===== config.mk =====
export PLATFORM = sky130hd
export DESIGN_NAME = sirv_debug_entry_ctrl
export DESIGN_NICKNAME = d
export VERILOG_FILES = /design/src/rtl/sirv_debug_entry_ctrl.sv
export SDC_FILE = /design/constraint.sdc
export NUM_CORES = 1
export LEC_CHECK = 0
export ABC_AREA = 1
export CAP_MARGIN = 20
export CORE_MARGIN = 1.5
export CORE_UTILIZATION = 34
export DETAILED_ROUTE_END_ITERATION = 6
export GPL_TIMING_DRIVEN = 0
export PLACE_DENSITY_LB_ADDON = 0.1
export REMOVE_ABC_BUFFERS = 1
export SLEW_MARGIN = 25
export SYNTH_ARGS = -nofsm -noshare
export SYNTH_HDL_FRONTEND = slang
export SYNTH_SLANG_ARGS = --single-unit

===== constraint.sdc =====
create_clock -name clk -period 1.8 [get_ports clk]
set_clock_uncertainty 0.15 [all_clocks]
set_input_delay 0.54 -clock clk [delete_from_list [all_inputs] [get_ports clk]]
set_output_delay 0.54 -clock clk [all_outputs]
set_load 0.005 [all_outputs]

===== src/rtl/sirv_debug_entry_ctrl.sv =====
// rtl/sirv_debug_entry_ctrl.sv - debug-mode entry/exit sequencer between commit and dcsr/dpc.
// Single-step support (step_armed, cause 4) is built only when SIRV_DBG_STEP_EN is defined.
module sirv_debug_entry_ctrl #(
   parameter int                 PC_SIZE = 32,
   parameter logic [PC_SIZE-1:0] DBG_VEC = PC_SIZE'(32'h800)
) (
   input  logic               clk,
   input  logic               rst_n,
   input  logic               dbg_irq,
   input  logic               dbg_halt_r,
   input  logic               dbg_step_r,
   input  logic               dbg_ebreakm_r,
   input  logic [PC_SIZE-1:0] dpc_r,
   input  logic               cmt_valid,
   input  logic [PC_SIZE-1:0] cmt_pc,
   input  logic [PC_SIZE-1:0] cmt_npc,
   input  logic               cmt_ebreak,
   input  logic               cmt_dret,
   output logic               dbg_irq_r,
   output logic [PC_SIZE-1:0] cmt_dpc,
   output logic               cmt_dpc_ena,
   output logic [2:0]         cmt_dcause,
   output logic               cmt_dcause_ena,
   output logic               dbg_flush,
   output logic [PC_SIZE-1:0] dbg_flush_pc,
   output logic               dbg_active
);

`ifdef SIRV_DBG_STEP_EN
   localparam logic STEP_EN = 1'b1;
`else
   localparam logic STEP_EN = 1'b0;
`endif

   localparam logic [1:0] ST_RUN   = 2'd0;
   localparam logic [1:0] ST_ENTER = 2'd1;
   localparam logic [1:0] ST_DEBUG = 2'd2;
   localparam logic [1:0] ST_EXIT  = 2'd3;

   localparam logic [2:0] CAUSE_NONE    = 3'd0;
   localparam logic [2:0] CAUSE_EBREAK  = 3'd1;
   localparam logic [2:0] CAUSE_HALTREQ = 3'd3;
   localparam logic [2:0] CAUSE_STEP    = 3'd4;
   localparam logic [2:0] CAUSE_HALT    = 3'd5;

   logic [1:0]         state_q, state_d;
   logic               irq_q;
   logic               step_armed_q, step_armed_d;
   logic [PC_SIZE-1:0] dpc_q, dpc_d;
   logic [2:0]         cause_q, cause_d;
   logic               step_hit;

   assign step_hit = step_armed_q & STEP_EN;

   always_comb begin
      state_d      = state_q;
      step_armed_d = step_armed_q;
      dpc_d        = dpc_q;
      cause_d      = cause_q;
      case (state_q)
         ST_RUN: begin
            if (cmt_valid) begin
               if (cmt_ebreak && dbg_ebreakm_r) begin
                  cause_d = CAUSE_EBREAK;
                  dpc_d   = cmt_pc;
                  state_d = ST_ENTER;
               end else if (irq_q) begin
                  cause_d = CAUSE_HALTREQ;
                  dpc_d   = cmt_npc;
                  state_d = ST_ENTER;
               end else if (dbg_halt_r) begin
                  cause_d = CAUSE_HALT;
                  dpc_d   = cmt_npc;
                  state_d = ST_ENTER;
               end else if (step_hit) begin
                  cause_d = CAUSE_STEP;
                  dpc_d   = cmt_npc;
                  state_d = ST_ENTER;
               end
            end
         end
         ST_ENTER: begin
            step_armed_d = 1'b0;
            state_d      = ST_DEBUG;
         end
         ST_DEBUG: begin
            // Clearing the held cause here makes the EXIT strobe carry 0 (leave debug mode).
            if (cmt_valid && cmt_dret) begin
               cause_d = CAUSE_NONE;
               state_d = ST_EXIT;
            end
         end
         default: begin
            step_armed_d = dbg_step_r & STEP_EN;
            state_d      = ST_RUN;
         end
      endcase
   end

   always_ff @(posedge clk or negedge rst_n) begin
      if (!rst_n) begin
         state_q      <= ST_RUN;
         irq_q        <= 1'b0;
         step_armed_q <= 1'b0;
         dpc_q        <= '0;
         cause_q      <= CAUSE_NONE;
      end else begin
         state_q      <= state_d;
         irq_q        <= dbg_irq;
         step_armed_q <= step_armed_d;
         dpc_q        <= dpc_d;
         cause_q      <= cause_d;
      end
   end

   always_comb begin
      cmt_dpc_ena    = 1'b0;
      cmt_dcause_ena = 1'b0;
      dbg_flush      = 1'b0;
      dbg_flush_pc   = '0;
      case (state_q)
         ST_ENTER: begin
            cmt_dpc_ena    = 1'b1;
            cmt_dcause_ena = 1'b1;
            dbg_flush      = 1'b1;
            dbg_flush_pc   = DBG_VEC;
         end
         ST_DEBUG: begin
            // EBREAK inside debug mode just restarts the debug ROM, no dpc/cause update.
            if (cmt_valid && cmt_ebreak) begin
               dbg_flush    = 1'b1;
               dbg_flush_pc = DBG_VEC;
            end
         end
         ST_EXIT: begin
            cmt_dcause_ena = 1'b1;
            dbg_flush      = 1'b1;
            dbg_flush_pc   = dpc_r;
         end
         default: ;
      endcase
   end

   assign dbg_irq_r  = irq_q;
   assign cmt_dpc    = dpc_q;
   assign cmt_dcause = cause_q;
   assign dbg_active = (state_q == ST_ENTER) || (state_q == ST_DEBUG);

endmodule


# ---- After elaboration in Yosys (flattened, before gate mapping)
# Cells that the tools add are included.
dict set report word_totals {
  reg_bits 38
  out_inout_bits 72
  wordCells 42
}
dict set report classes {
  reduce_logical 11
  mux 21
  n_eq_ne 6
}
# cell count
set op_table {}
lappend op_table {{32-bit two-way mux} 3}
lappend op_table {{32-bit case mux with 3 select lines} 1}
lappend op_table {{3-bit two-way mux} 5}
lappend op_table {{12-bit two-way mux} 1}
lappend op_table {{2-bit two-way mux} 5}
lappend op_table {{2-bit case mux with 3 select lines} 1}
lappend op_table {{3-bit case mux with 2 select lines} 1}
lappend op_table {{3-bit AND reduction} 2}
lappend op_table {{2-bit equality test (second input constant)} 2}
lappend op_table {{2-bit inequality test (second input constant)} 2}
lappend op_table {{4-bit inequality test (second input constant)} 1}
lappend op_table {{4-bit AND reduction} 1}
lappend op_table {{1-bit logical AND} 3}
lappend op_table {{1-bit two-way mux} 3}
lappend op_table {{3-bit nonzero test} 1}
lappend op_table {{2-bit by 1-bit equality test with 1-bit output (second input constant)} 1}
lappend op_table {{2-bit zero test} 1}
lappend op_table {{1-bit case mux with 2 select lines} 1}
lappend op_table {{2-bit nonzero test} 1}
lappend op_table {{2-bit OR reduction} 1}
lappend op_table {{1-bit logical OR} 1}

# ---- Longest topological paths before layout
dict set report depth {
  ltp_word 5
  depth_mapped 7
  depth_no_buf 7
}

# ---- Least setup slack after synthesis
# OpenSTA, ideal clock, no wires.
dict set report synth_path {
  path_kind {register -> output}
  from {register state_q[0]}
  to {output port dbg_flush_pc[11]}
  n_path_buf 0
  slack_ns 0.025
  arrival_ns 1.085
  path_stages_with_launch 5
  required_time_ns 1.110
  cell_sequence {dfrtp_1 -> inv_1 -> ha_1 -> nand3_1 -> a22oi_1}
}
dict set report synth_between {
  elab_chain_cells 2
  elab_cells_between_ends 4
}
# element line
set synth_lines {}
lappend synth_lines {{start: declaration} 46} ;# logic [1:0] state_q, state_d;
lappend synth_lines {{start signal: assignment} 108} ;# state_q <= state_d;
lappend synth_lines {{2-bit equality test / 2-bit by 1-bit equality test with 1-bit output (equally long branches)} 121} ;# case (state_q)
lappend synth_lines {{32-bit case mux with 3 select lines *} 121}
lappend synth_lines {{end: declaration} 25} ;# output logic [PC_SIZE-1:0] dbg_flush_pc,
# Every way passes the cells marked *; elsewhere a longest branch is shown, timed or not.

# ---- Worst setup path after layout
dict set report layout_path {
  from {register state_q[0]}
  to {output port dbg_flush_pc[8]}
}
# The elaborated chain is that of the path after synthesis.

==> results.sh <==
export IMPL_rsz0062_at_grt="yes"
export IMPL_seq_area_sq_um=953.4
export IMPL_grt_overflow=0
export IMPL_post_route_period_util_pct=121.7
export IMPL_crit_path_start_kind="flop"
export IMPL_numCtsBuffers=5
export IMPL_clock_path_buffers=2
export IMPL_dpl_worst_slack_ns=-1.420
export IMPL_first_pass_iters=4
export IMPL_insertion_delay_ns=0.28
export IMPL_dr_wl_met2_microns=4008
export IMPL_critPathRequiredTime_ns=1.11
export IMPL_crit_type="flop to output port"
export IMPL_syn_avg_cell_area_sq_um=7.095
export IMPL_ir_drop_uv=570.3
export IMPL_arrival_ns=1.50
export IMPL_routed_wl_microns=8012
export IMPL_end_kind="output port"
export IMPL_num_rows=29
export IMPL_grt_pass1_vias=2627
export IMPL_num_fill_cells=551
export IMPL_worst_slack_ns=-0.3904
export IMPL_wl_met3_microns=625
export IMPL_maxCapViolCount=0
export IMPL_crit_start="state_q[0]"
export IMPL_leakage_uw=0.002476
export IMPL_num_vias=2689
export IMPL_synth_seq_area_share_pct=40.86
export IMPL_diodes=0
export IMPL_ios=177
export IMPL_top_layer_used="met4"
export IMPL_outcome="finished with violations"
export IMPL_dp_cells=564
export IMPL_power_density_nw_per_um2=1182
export IMPL_dp_hpwl_microns=5046
export IMPL_tns_ns=-10.05
export IMPL_min_period_ns=2.190
export IMPL_violations="setup timing"
export IMPL_final_cells=597
export IMPL_portBuffers=175
export IMPL_max_slew_margin_pct=74.38
export IMPL_cts_max_level=2
export IMPL_viasPerCell=4.504
export IMPL_area_growth_syn_to_layout_pct=90.00
export IMPL_power_uw=5227
export IMPL_ys_seq_elements=38
export IMPL_drt_iter0_markers=83
export IMPL_finalMaxSlewViolations=0
export IMPL_globalplace_congestion=0.7773
export IMPL_wl_met1_microns=3238
export IMPL_die_w_microns=85.74
export IMPL_finalSetupViolations=36
export IMPL_drive_gt1_share_pct=25.38
export IMPL_utilization_pct=68.08
export IMPL_wl_per_cell_microns=13.42
export IMPL_worst_pin_slew_ns=0.3843
export IMPL_path_clk_slew_ns=0.08
export IMPL_hold_viol=0
export IMPL_max_freq_ghz=0.4565
export IMPL_nNetsFinal=630
export IMPL_multi_input_area_sq_um=1215
export IMPL_syn_inst=328
export IMPL_final_cell_mix="clkdlybuf4s50_1, nand2_1, inv_1, o21ai_1"
export IMPL_hp_start="cmt_dpc[30]"
export IMPL_critical_path_max_fanout=7
export IMPL_cts_root_buffer="clkbuf_8"
export IMPL_antenna_found_initial=0
export IMPL_drc=0
export IMPL_die_area_sq_um=7350
export IMPL_ant_nets=0
export IMPL_r2r_start="state_q[1]"
export IMPL_synth_warnings=0
export IMPL_die_y_microns=85.74
export IMPL_grt_max_degree=35
export IMPL_core_sq_um=6495
export IMPL_grt_pass1_wl_microns=12830
export IMPL_cts_sinks=38
export IMPL_start_util_pct=35.83
export IMPL_layout_commonest_cell="clkdlybuf4s50_1"
export IMPL_min_path_type="flop to flop"
export IMPL_synth_cell_types=21
export IMPL_groute_usage_overall_pct=22.29
export IMPL_cts_tree="yes"
export IMPL_synth_area_sq_um=2327
-- worst max-delay path: stages (launching register included) --
cell	delay, ns
dfrtp_2	0.43
buf_6	0.12
ha_4	0.18
buf_6	0.13
buf_8	0.13
nand2_2	0.06
inv_2	0.04
buf_2	0.12
-- synthesized netlist by cell type --
cell type / n / area, sq um
a21oi_1: 1 / 5.000
a21oi_4: 1 / 16.27
a22oi_1: 1 / 7.510
a31oi_1: 1 / 6.260
buf_2: 3 / 15.01
buf_6: 10 / 112.6
clkbuf_1: 3 / 11.26
dfrtp_1: 38 / 950.9
dlymetal6s2s_1: 1 / 12.51
ha_1: 6 / 75.07
inv_1: 71 / 266.5
nand2_1: 111 / 416.7
nand2_2: 3 / 18.77
nand3_1: 8 / 40.04
nand3_2: 1 / 10.01
nand3_4: 1 / 17.52
nor2_1: 3 / 11.26
nor2_2: 1 / 6.260
o21ai_0: 12 / 60.06
o21ai_1: 50 / 250.2
o21ai_2: 2 / 17.52
-- repair_timing --
action / CTS / global route
hold buffers: 1 / 0
cloned: 5 / 0
gates resized for setup: 234 / 38
hold endpoints to repair: 4 / 0
endpoints found under the setup margin: 109 / 68
pin swaps: 9 / 6
buffers inserted: 18 / 1
-- worst paths after layout --
path	end	slack, ns	cells past startpoint
max	dbg_flush_pc[8]	-0.39	7
min	cmt_dpc[30]	0.33	2
max reg2reg	cmt_dcause[2]	0.08	9
min reg2reg	cmt_dpc[30]	0.33	2
max in group asynchronous	state_q[1]	0.51	3
min in group asynchronous	cmt_dpc[31]	0.52	2
-- state kept, by name, summed over array words and instances (netlist names) --
register / cells
cmt_dpc: 32
cmt_dcause: 3
state_q: 2
dbg_irq_r: 1
-- logic make-up after synthesis --
logic type	Yosys count	synth area share [%]
AND/OR/NAND/NOR	128	22.37
adder cells (fa/ha/maj)	6	3.226
buffers and inverters	88	17.96
flip-flops	38	40.86
AO/OA/AOI/OAI	68	15.59
-- through the flow --
step / area (sq um) / hold slack [ns]
4_1_cts: 4323 / 0.3317
6_report: 4422 / 0.3266
2_1_floorplan: 2176 / 0.09441
5_1_grt: 4422 / 0.3485
3_3_place_gp: 4024 / 0.3105
3_5_place_dp: 4039 / 0.3117
-- power breakdown --
group	total [uW]	internal, uW	leakage (uW)	switching (uW)
clock	608	308	0.0000472	300
sequential	1450	1250	0.000469	200
combinational	3170	1660	0.00196	1510
total	5230	3220	0.00248	2000
-- final cells by class --
| type | count | share of cell area, % |
|---|---|---|
| Timing Repair Buffer | 197 | 40.38 |
| Multi-Input combinational cell | 206 | 27.48 |
| Sequential cell | 38 | 21.56 |
| Inverter | 71 | 6.254 |
| Tap cell | 77 | 2.179 |
| Clock buffer | 6 | 1.868 |
| Clock inverter | 2 | 0.2830 |
-- per-layer routing --
metal / vias up / GRT usage (%)
met2: 114 / 40.66
met3: 11 / 6.256
met5: - / 0
met1: 1184 / 25.39
met4: 0 / 6.305
li1: 1380 / -
No activity file was read; power rests on OpenSTA's default activity.
